### src/rtl/clk_div_sel_ctrl_pkg.sv
// Shared types and constants for the clock-divider ratio controller.
package clk_div_pkg;

  localparam int CNT_W_DEF = 4;

  // Ratio select encoding: select s divides by 2^(s+1)
  localparam int SEL_DIV2  = 0;
  localparam int SEL_DIV4  = 1;
  localparam int SEL_DIV8  = 2;
  localparam int SEL_DIV16 = 3;

  typedef enum logic [1:0] {
    ST_IDLE    = 2'd0,
    ST_PENDING = 2'd1,
    ST_SETTLE  = 2'd2
  } state_t;

endpackage

### src/rtl/clk_div_sel_ctrl_if.sv
// Request handshake and divided-clock outputs of the ratio controller.
// With CLK_DIV_ALL_OUT_EN defined the bus also carries the fixed div_all taps.
interface clk_div_sel_if
  import clk_div_pkg::*;
#(
  parameter int CNT_W = CNT_W_DEF,
  parameter int SEL_W = $clog2(CNT_W)
) ();

  logic             req_valid;
  logic [SEL_W-1:0] req_sel;
  logic             req_ready;
  logic [SEL_W-1:0] cur_sel;
  logic             div_clk;
  logic             div_en;
  logic             busy;
  logic             switch_done;
`ifdef CLK_DIV_ALL_OUT_EN
  logic [CNT_W-1:0] div_all;

  modport master (
    output req_valid, req_sel,
    input  req_ready, cur_sel, div_clk, div_en, busy, switch_done, div_all
  );

  modport slave (
    input  req_valid, req_sel,
    output req_ready, cur_sel, div_clk, div_en, busy, switch_done, div_all
  );
`else
  modport master (
    output req_valid, req_sel,
    input  req_ready, cur_sel, div_clk, div_en, busy, switch_done
  );

  modport slave (
    input  req_valid, req_sel,
    output req_ready, cur_sel, div_clk, div_en, busy, switch_done
  );
`endif

endinterface

### src/rtl/clk_div_sel_ctrl_counter.sv
// Free-running divide counter with end-of-period detect for two runtime selects.
module clk_div_counter
  import clk_div_pkg::*;
#(
  parameter int CNT_W = CNT_W_DEF,
  parameter int SEL_W = $clog2(CNT_W)
) (
  input  logic             clk,
  input  logic             rst,
  input  logic             i_clr,
  input  logic [SEL_W-1:0] i_sel_cur,
  input  logic [SEL_W-1:0] i_sel_sw,
  output logic [CNT_W-1:0] o_count,
  output logic             o_tc_cur,
  output logic             o_tc_sw
);

  logic [CNT_W-1:0] r_count;
  logic             w_tc_cur;
  logic             w_tc_sw;

  always_ff @(posedge clk) begin
    if (rst || i_clr) begin
      r_count <= '0;
    end else begin
      r_count <= r_count + CNT_W'(1);
    end
  end

  // tc(s): count[s:0] all ones, i.e. last cycle of a 2^(s+1) period
  always_comb begin
    w_tc_cur = 1'b1;
    w_tc_sw  = 1'b1;
    for (int i = 0; i < CNT_W; i++) begin
      if (i <= int'(i_sel_cur) && !r_count[i]) w_tc_cur = 1'b0;
      if (i <= int'(i_sel_sw)  && !r_count[i]) w_tc_sw  = 1'b0;
    end
  end

  assign o_count  = r_count;
  assign o_tc_cur = w_tc_cur;
  assign o_tc_sw  = w_tc_sw;

endmodule

### src/rtl/clk_div_sel_ctrl.sv
// Run-time power-of-two divide-ratio controller; ratio changes land on a shared period boundary.
// Optional macro CLK_DIV_ALL_OUT_EN adds the registered fixed-ratio taps bus.div_all.
module clk_div_sel_ctrl
  import clk_div_pkg::*;
#(
  parameter int CNT_W         = CNT_W_DEF,
  parameter int SEL_W         = $clog2(CNT_W),
  parameter int SETTLE_CYCLES = 2
) (
  input  logic         clk,
  input  logic         rst,
  clk_div_sel_if.slave bus
);

  state_t           r_state;
  state_t           w_state_nxt;
  logic [SEL_W-1:0] r_cur_sel;
  logic [SEL_W-1:0] r_pend_sel;
  logic [SEL_W-1:0] w_req_sel_clamp;
  logic [SEL_W-1:0] w_sw_sel;
  logic [3:0]       r_settle;
  logic             r_div_clk;
  logic             r_div_en;
  logic             r_done;
  logic             w_accept;
  logic             w_switch;
  logic             w_done_nxt;
  logic [CNT_W-1:0] w_count;
  logic             w_tc_cur;
  logic             w_tc_sw;

  always_comb begin
    w_req_sel_clamp = bus.req_sel;
    if (int'(bus.req_sel) >= CNT_W) w_req_sel_clamp = SEL_W'(CNT_W - 1);
  end

  // The slower of old and new ratio ends its period only where the faster one does too
  assign w_sw_sel = (r_pend_sel > r_cur_sel) ? r_pend_sel : r_cur_sel;

  clk_div_counter #(
    .CNT_W(CNT_W),
    .SEL_W(SEL_W)
  ) u_cnt (
    .clk      (clk),
    .rst      (rst),
    .i_clr    (w_switch),
    .i_sel_cur(r_cur_sel),
    .i_sel_sw (w_sw_sel),
    .o_count  (w_count),
    .o_tc_cur (w_tc_cur),
    .o_tc_sw  (w_tc_sw)
  );

  always_ff @(posedge clk) begin
    if (rst) r_state <= ST_IDLE;
    else     r_state <= w_state_nxt;
  end

  always_comb begin
    w_state_nxt = r_state;
    w_accept    = 1'b0;
    w_switch    = 1'b0;
    w_done_nxt  = 1'b0;
    case (r_state)
      ST_IDLE: begin
        if (bus.req_valid) begin
          w_accept = 1'b1;
          if (w_req_sel_clamp == r_cur_sel) w_done_nxt  = 1'b1;
          else                              w_state_nxt = ST_PENDING;
        end
      end
      ST_PENDING: begin
        if (w_tc_sw) begin
          w_switch    = 1'b1;
          w_state_nxt = ST_SETTLE;
        end
      end
      ST_SETTLE: begin
        if (r_settle == 4'd0) begin
          w_done_nxt  = 1'b1;
          w_state_nxt = ST_IDLE;
        end
      end
      default: w_state_nxt = ST_IDLE;
    endcase
  end

  // Output stage: divided clock and enable follow count by one cycle
  always_ff @(posedge clk) begin
    if (rst) begin
      r_cur_sel  <= SEL_W'(SEL_DIV2);
      r_pend_sel <= '0;
      r_settle   <= '0;
      r_div_clk  <= 1'b0;
      r_div_en   <= 1'b0;
      r_done     <= 1'b0;
    end else begin
      r_div_clk <= w_count[r_cur_sel];
      r_div_en  <= w_tc_cur;
      r_done    <= w_done_nxt;
      if (w_accept) r_pend_sel <= w_req_sel_clamp;
      if (w_switch) begin
        r_cur_sel <= r_pend_sel;
        r_settle  <= 4'(SETTLE_CYCLES - 1);
      end else if (r_state == ST_SETTLE && r_settle != 4'd0) begin
        r_settle <= r_settle - 4'd1;
      end
    end
  end

  assign bus.req_ready   = (r_state == ST_IDLE);
  assign bus.busy        = (r_state != ST_IDLE);
  assign bus.cur_sel     = r_cur_sel;
  assign bus.div_clk     = r_div_clk;
  assign bus.div_en      = r_div_en;
  assign bus.switch_done = r_done;

`ifdef CLK_DIV_ALL_OUT_EN
  logic [CNT_W-1:0] r_div_all;

  always_ff @(posedge clk) begin
    if (rst) r_div_all <= '0;
    else     r_div_all <= w_count;
  end

  assign bus.div_all = r_div_all;
`endif

endmodule

### src/flat_wrapper.sv
// flat-port wrapper written by rule: the top's interface ports become plain ports
module clk_div_sel_ctrl_flat import clk_div_pkg::*;
#(
  parameter int CNT_W         = CNT_W_DEF,
  parameter int SEL_W         = $clog2(CNT_W),
  parameter int SETTLE_CYCLES = 2
)
  (clk, rst, bus_req_valid, bus_req_sel, bus_req_ready, bus_cur_sel, bus_div_clk, bus_div_en, bus_busy, bus_switch_done);
  clk_div_sel_if #(.CNT_W(CNT_W), .SEL_W(SEL_W)) bus_i ();
  input  logic clk;
  input  logic rst;
  input wire logic [$bits(bus_i.req_valid)-1:0] bus_req_valid;
  input wire logic [$bits(bus_i.req_sel)-1:0] bus_req_sel;
  output wire logic [$bits(bus_i.req_ready)-1:0] bus_req_ready;
  output wire logic [$bits(bus_i.cur_sel)-1:0] bus_cur_sel;
  output wire logic [$bits(bus_i.div_clk)-1:0] bus_div_clk;
  output wire logic [$bits(bus_i.div_en)-1:0] bus_div_en;
  output wire logic [$bits(bus_i.busy)-1:0] bus_busy;
  output wire logic [$bits(bus_i.switch_done)-1:0] bus_switch_done;
  assign bus_i.req_valid = bus_req_valid;
  assign bus_i.req_sel = bus_req_sel;
  assign bus_req_ready = bus_i.req_ready;
  assign bus_cur_sel = bus_i.cur_sel;
  assign bus_div_clk = bus_i.div_clk;
  assign bus_div_en = bus_i.div_en;
  assign bus_busy = bus_i.busy;
  assign bus_switch_done = bus_i.switch_done;
  clk_div_sel_ctrl #(.CNT_W(CNT_W), .SEL_W(SEL_W), .SETTLE_CYCLES(SETTLE_CYCLES)) u_core (.clk(clk), .rst(rst), .bus(bus_i));
endmodule
### config.mk
export PLATFORM = sky130hd
export DESIGN_NAME = clk_div_sel_ctrl_flat
export DESIGN_NICKNAME = d
export VERILOG_FILES = /design/src/rtl/clk_div_sel_ctrl_pkg.sv /design/src/rtl/clk_div_sel_ctrl_if.sv /design/src/rtl/clk_div_sel_ctrl_counter.sv /design/src/rtl/clk_div_sel_ctrl.sv /design/src/flat_wrapper.sv
export SDC_FILE = /design/constraint.sdc
export NUM_CORES = 1
export LEC_CHECK = 0
export ABC_AREA = 1
export CAP_MARGIN = 20
export CORE_MARGIN = 1
export CORE_UTILIZATION = 55
export CTS_CLUSTER_SIZE = 10
export DETAILED_ROUTE_END_ITERATION = 10
export PLACE_DENSITY_LB_ADDON = 0.05
export SYNTH_ARGS = -nofsm -noshare
export SYNTH_HDL_FRONTEND = slang
export SYNTH_SLANG_ARGS = --single-unit
### constraint.sdc
create_clock -name clk -period 3 [get_ports clk]
set_input_delay 0.9 -clock clk [delete_from_list [all_inputs] [get_ports clk]]
set_output_delay 0.9 -clock clk [all_outputs]
set_load 0.005 [all_outputs]
==> impl_metrics.py <==
metrics = {
    "worst_setup_path": {
        "r2r_cells": 10,
        "crit_fanout": 5,
        "arrival_ns": 1.36,
        "worstReg2RegStart": "u_core.bus.cur_sel[1]",
        "r2r_end": "u_core.r_settle[3]",
        "path_delay_family": "buffers and inverters",
        "slowest_stage": "clkdlybuf4s50_1",
        "worstSetupPathType": "flip-flop to output port",
        "critPathLaunchType": "flip-flop",
        "required_ns": 2.10,
        "end_kind": "output port",
        "reg2reg_slack_ns": 1.17,
        "path_buf_inv": 1,
        "path_cells": "nor2_2, clkdlybuf4s50_1",
        "slowest_delay_ns": 0.52,
    },
    "global_routing": {
        "grt_max_degree": 11,
        "grt_pass1_wl_mm": 3.04,
        "antenna_found_initial": 0,
        "gr-usage-all-layers": 0.220,
        "grt.overflow.total": 0,
        "grt_pass1_vias": 731,
    },
    "power_and_ir_drop": {
        "powerDensity_nw_per_um2": 480,
        "leakagePower_nw": 0.440,
        "max-vdd-ir-drop_mv": 0.365,
    },
    "die": {
        "fp.coreArea_um2": 1510,
        "ios": 12,
        "die-width_um": 42.2,
        "row_count": 14,
        "fp.dieArea_um2": 1780,
        "start_util": 0.590,
        "die_h_um": 42.2,
    },
    "layout": {
        "stdcell_count": 146,
        "drive_above_1_share": 0.138,
        "multi_input_area_um2": 465,
        "diodes": 0,
        "utilization": 0.694,
        "fill_cells": 130,
        "regArea_um2": 340,
        "nets": 141,
        "syn2layout_area_growth_pct": 17.7,
        "final_cell_mix": "inv_1 (17), dfxtp_1 (17), nand2_1 (16)",
    },
    "timing": {
        "finalHoldViolCount": 0,
        "setup_violations": 0,
        "skew_ns": 0.00699,
        "hold_ws_ns": 0.482,
        "setup_tns_ns": 0,
        "rsz0062_at_grt": "no",
        "maxClockFrequency_mhz": 443,
        "slew_headroom": 0.806,
        "slew_viol_final": 0,
        "period_minus_slack_ns": 2.26,
        "period_share": 0.752,
        "worst_slew_pin_slew_ns": 0.291,
    },
    "worst_hold_path": {
        "min_from": "u_core.r_settle[1]",
        "min_to": "u_core.r_settle[1]",
        "hold_class": "flip-flop to flip-flop",
        "hold_depth": 2,
    },
    "routing": {
        "drc": 0,
        "highest_layer": "met4",
        "wl_met2_um": 811,
        "wl_per_cell_um": 11.6,
        "ant_nets": 0,
        "dr.pass1.iters": 4,
        "drt-met1-wl_um": 795,
        "initialDrtViolationCount": 9,
        "vias": 763,
        "drt_wl_total_mm": 1.70,
        "wl_met3_um": 69,
        "viasPerCell": 5.23,
    },
    "logic_synthesis": {
        "synth.distinct_cells": 25,
        "syn_inst": 115,
        "ys_ff_latch": 17,
        "syn_nets": 125,
        "synth.yosys.seq_area_share": 0.383,
        "synth_area_um2": 888,
        "synth-warning-count": 0,
        "avgSynthCellArea_um2": 7.72,
    },
    "clocking": {
        "clk_latency_ns": 0.29,
        "postCtsSetupBuffers": 0,
        "cts_buffer_depth": 2,
        "htree_num_levels": 1,
        "clkSlewWorstSetupHoldPaths_ns": 0.10,
        "clockRootBuffer": "clkbuf_4",
        "clkSinkCount": 17,
        "cts_tree": "done",
        "cts_resized": 0,
        "hold_buffers": 0,
        "cts_buffers": 3,
    },
    "flow_run": {
        "maxCapViolations": 0,
    },
    "placement": {
        "place.gp.congestion": 0.831,
        "portBuffers": 11,
        "hpwlAfterDp_mm": 1.30,
        "dp_cells": 142,
    },
    "status": {
        "status": "completed",
    },
}
## report_power, final
group	internal [mW]	leakage (nW)	total (mW)	switching, mW
Sequential	0.241	0.139	0.254	0.0133
Clock	0.0495	0.0177	0.125	0.0750
Combinational	0.0548	0.283	0.124	0.0692
Total	0.345	0.440	0.503	0.158
## worst max path at each step
stage / from / end / slack, ns / cells after the start
floorplan: u_core.bus.cur_sel[1] / u_core.u_cnt.o_count[0] / 1.40 / 10
finish: u_core.r_state[1] / bus_req_ready / 0.74 / 2
global route: u_core.r_state[1] / bus_req_ready / 0.67 / 2
global placement: rst / u_core.u_cnt.o_count[0] / 1.00 / 4
CTS: u_core.r_state[1] / bus_req_ready / 0.72 / 2
detailed placement: rst / u_core.r_settle[3] / 0.98 / 4
## through the flow
step | total power [mW] | cell area, um^2 | setup slack [ns]
after floorplan | 0.343 | 888 | 1.40
after detailed placement | 0.384 | 1020 | 0.977
final | 0.503 | 1050 | 0.744
after global placement | 0.381 | 1020 | 1.00
after global routing | 0.533 | 1050 | 0.672
after CTS | 0.508 | 1050 | 0.720
## Yosys cell counts, drive strengths merged
library cell  instances  area share
clkinv                1      0.0042
a21oi                 8       0.054
ha                    5       0.070
nand3                11       0.087
or2                   2       0.014
nand2                18       0.093
nor4                  1      0.0070
dfxtp                17        0.38
nand4                 3       0.021
xor2                  3       0.030
inv                  21       0.089
o22ai                 1      0.0070
o211ai                1      0.0085
xnor2                 3       0.030
a31oi                 1      0.0070
o21ai                 4       0.027
nor2                 15       0.069
## flip-flops by register name, summed over array words and instances, names as in the netlist
name,flops
u_core.r_settle,4
u_core.u_cnt.o_count,4
u_core.bus.cur_sel,2
u_core.r_pend_sel,2
u_core.r_state,2
u_core.bus.div_clk,1
u_core.bus.div_en,1
u_core.bus.switch_done,1
## kinds of logic (layout without fill, tap and decap cells)
| family | after synthesis | in the layout | share of synthesized area |
|---|---|---|---|
| XOR/XNOR | 6 | 6 | 0.0592 |
| adder cells (fa/ha/maj) | 5 | 5 | 0.0704 |
| flip-flops | 17 | 17 | 0.383 |
| buffers and inverters | 22 | 37 | 0.0929 |
| AO/OA/AOI/OAI | 15 | 15 | 0.103 |
| AND/OR/NAND/NOR | 50 | 50 | 0.292 |
## final cells by class
| type | count | share of cell area |
|---|---|---|
| Inverter | 22 | 0.0789 |
| Clock inverter | 1 | 0.00478 |
| Timing Repair Buffer | 11 | 0.105 |
| Clock buffer | 3 | 0.0215 |
| Tap cell | 16 | 0.0191 |
| Sequential cell | 17 | 0.325 |
| Multi-Input combinational cell | 76 | 0.445 |
## worst min-delay path: cells and delay by family (launching register included)
kind	cells	cell delay [ns]
AO/OA/AOI/OAI	1	0.05
flip-flops	1	0.32
AND/OR/NAND/NOR	1	0.07
## routing by layer
| layer | GRT usage | vias up |
|---|---|---|
| li1 | - | 397 |
| met1 | 0.288 | 347 |
| met2 | 0.360 | 15 |
| met3 | 0.0302 | 4 |
| met4 | 0.100 | 0 |
| met5 | 0 | - |
Power figures use the tool's default switching activity.
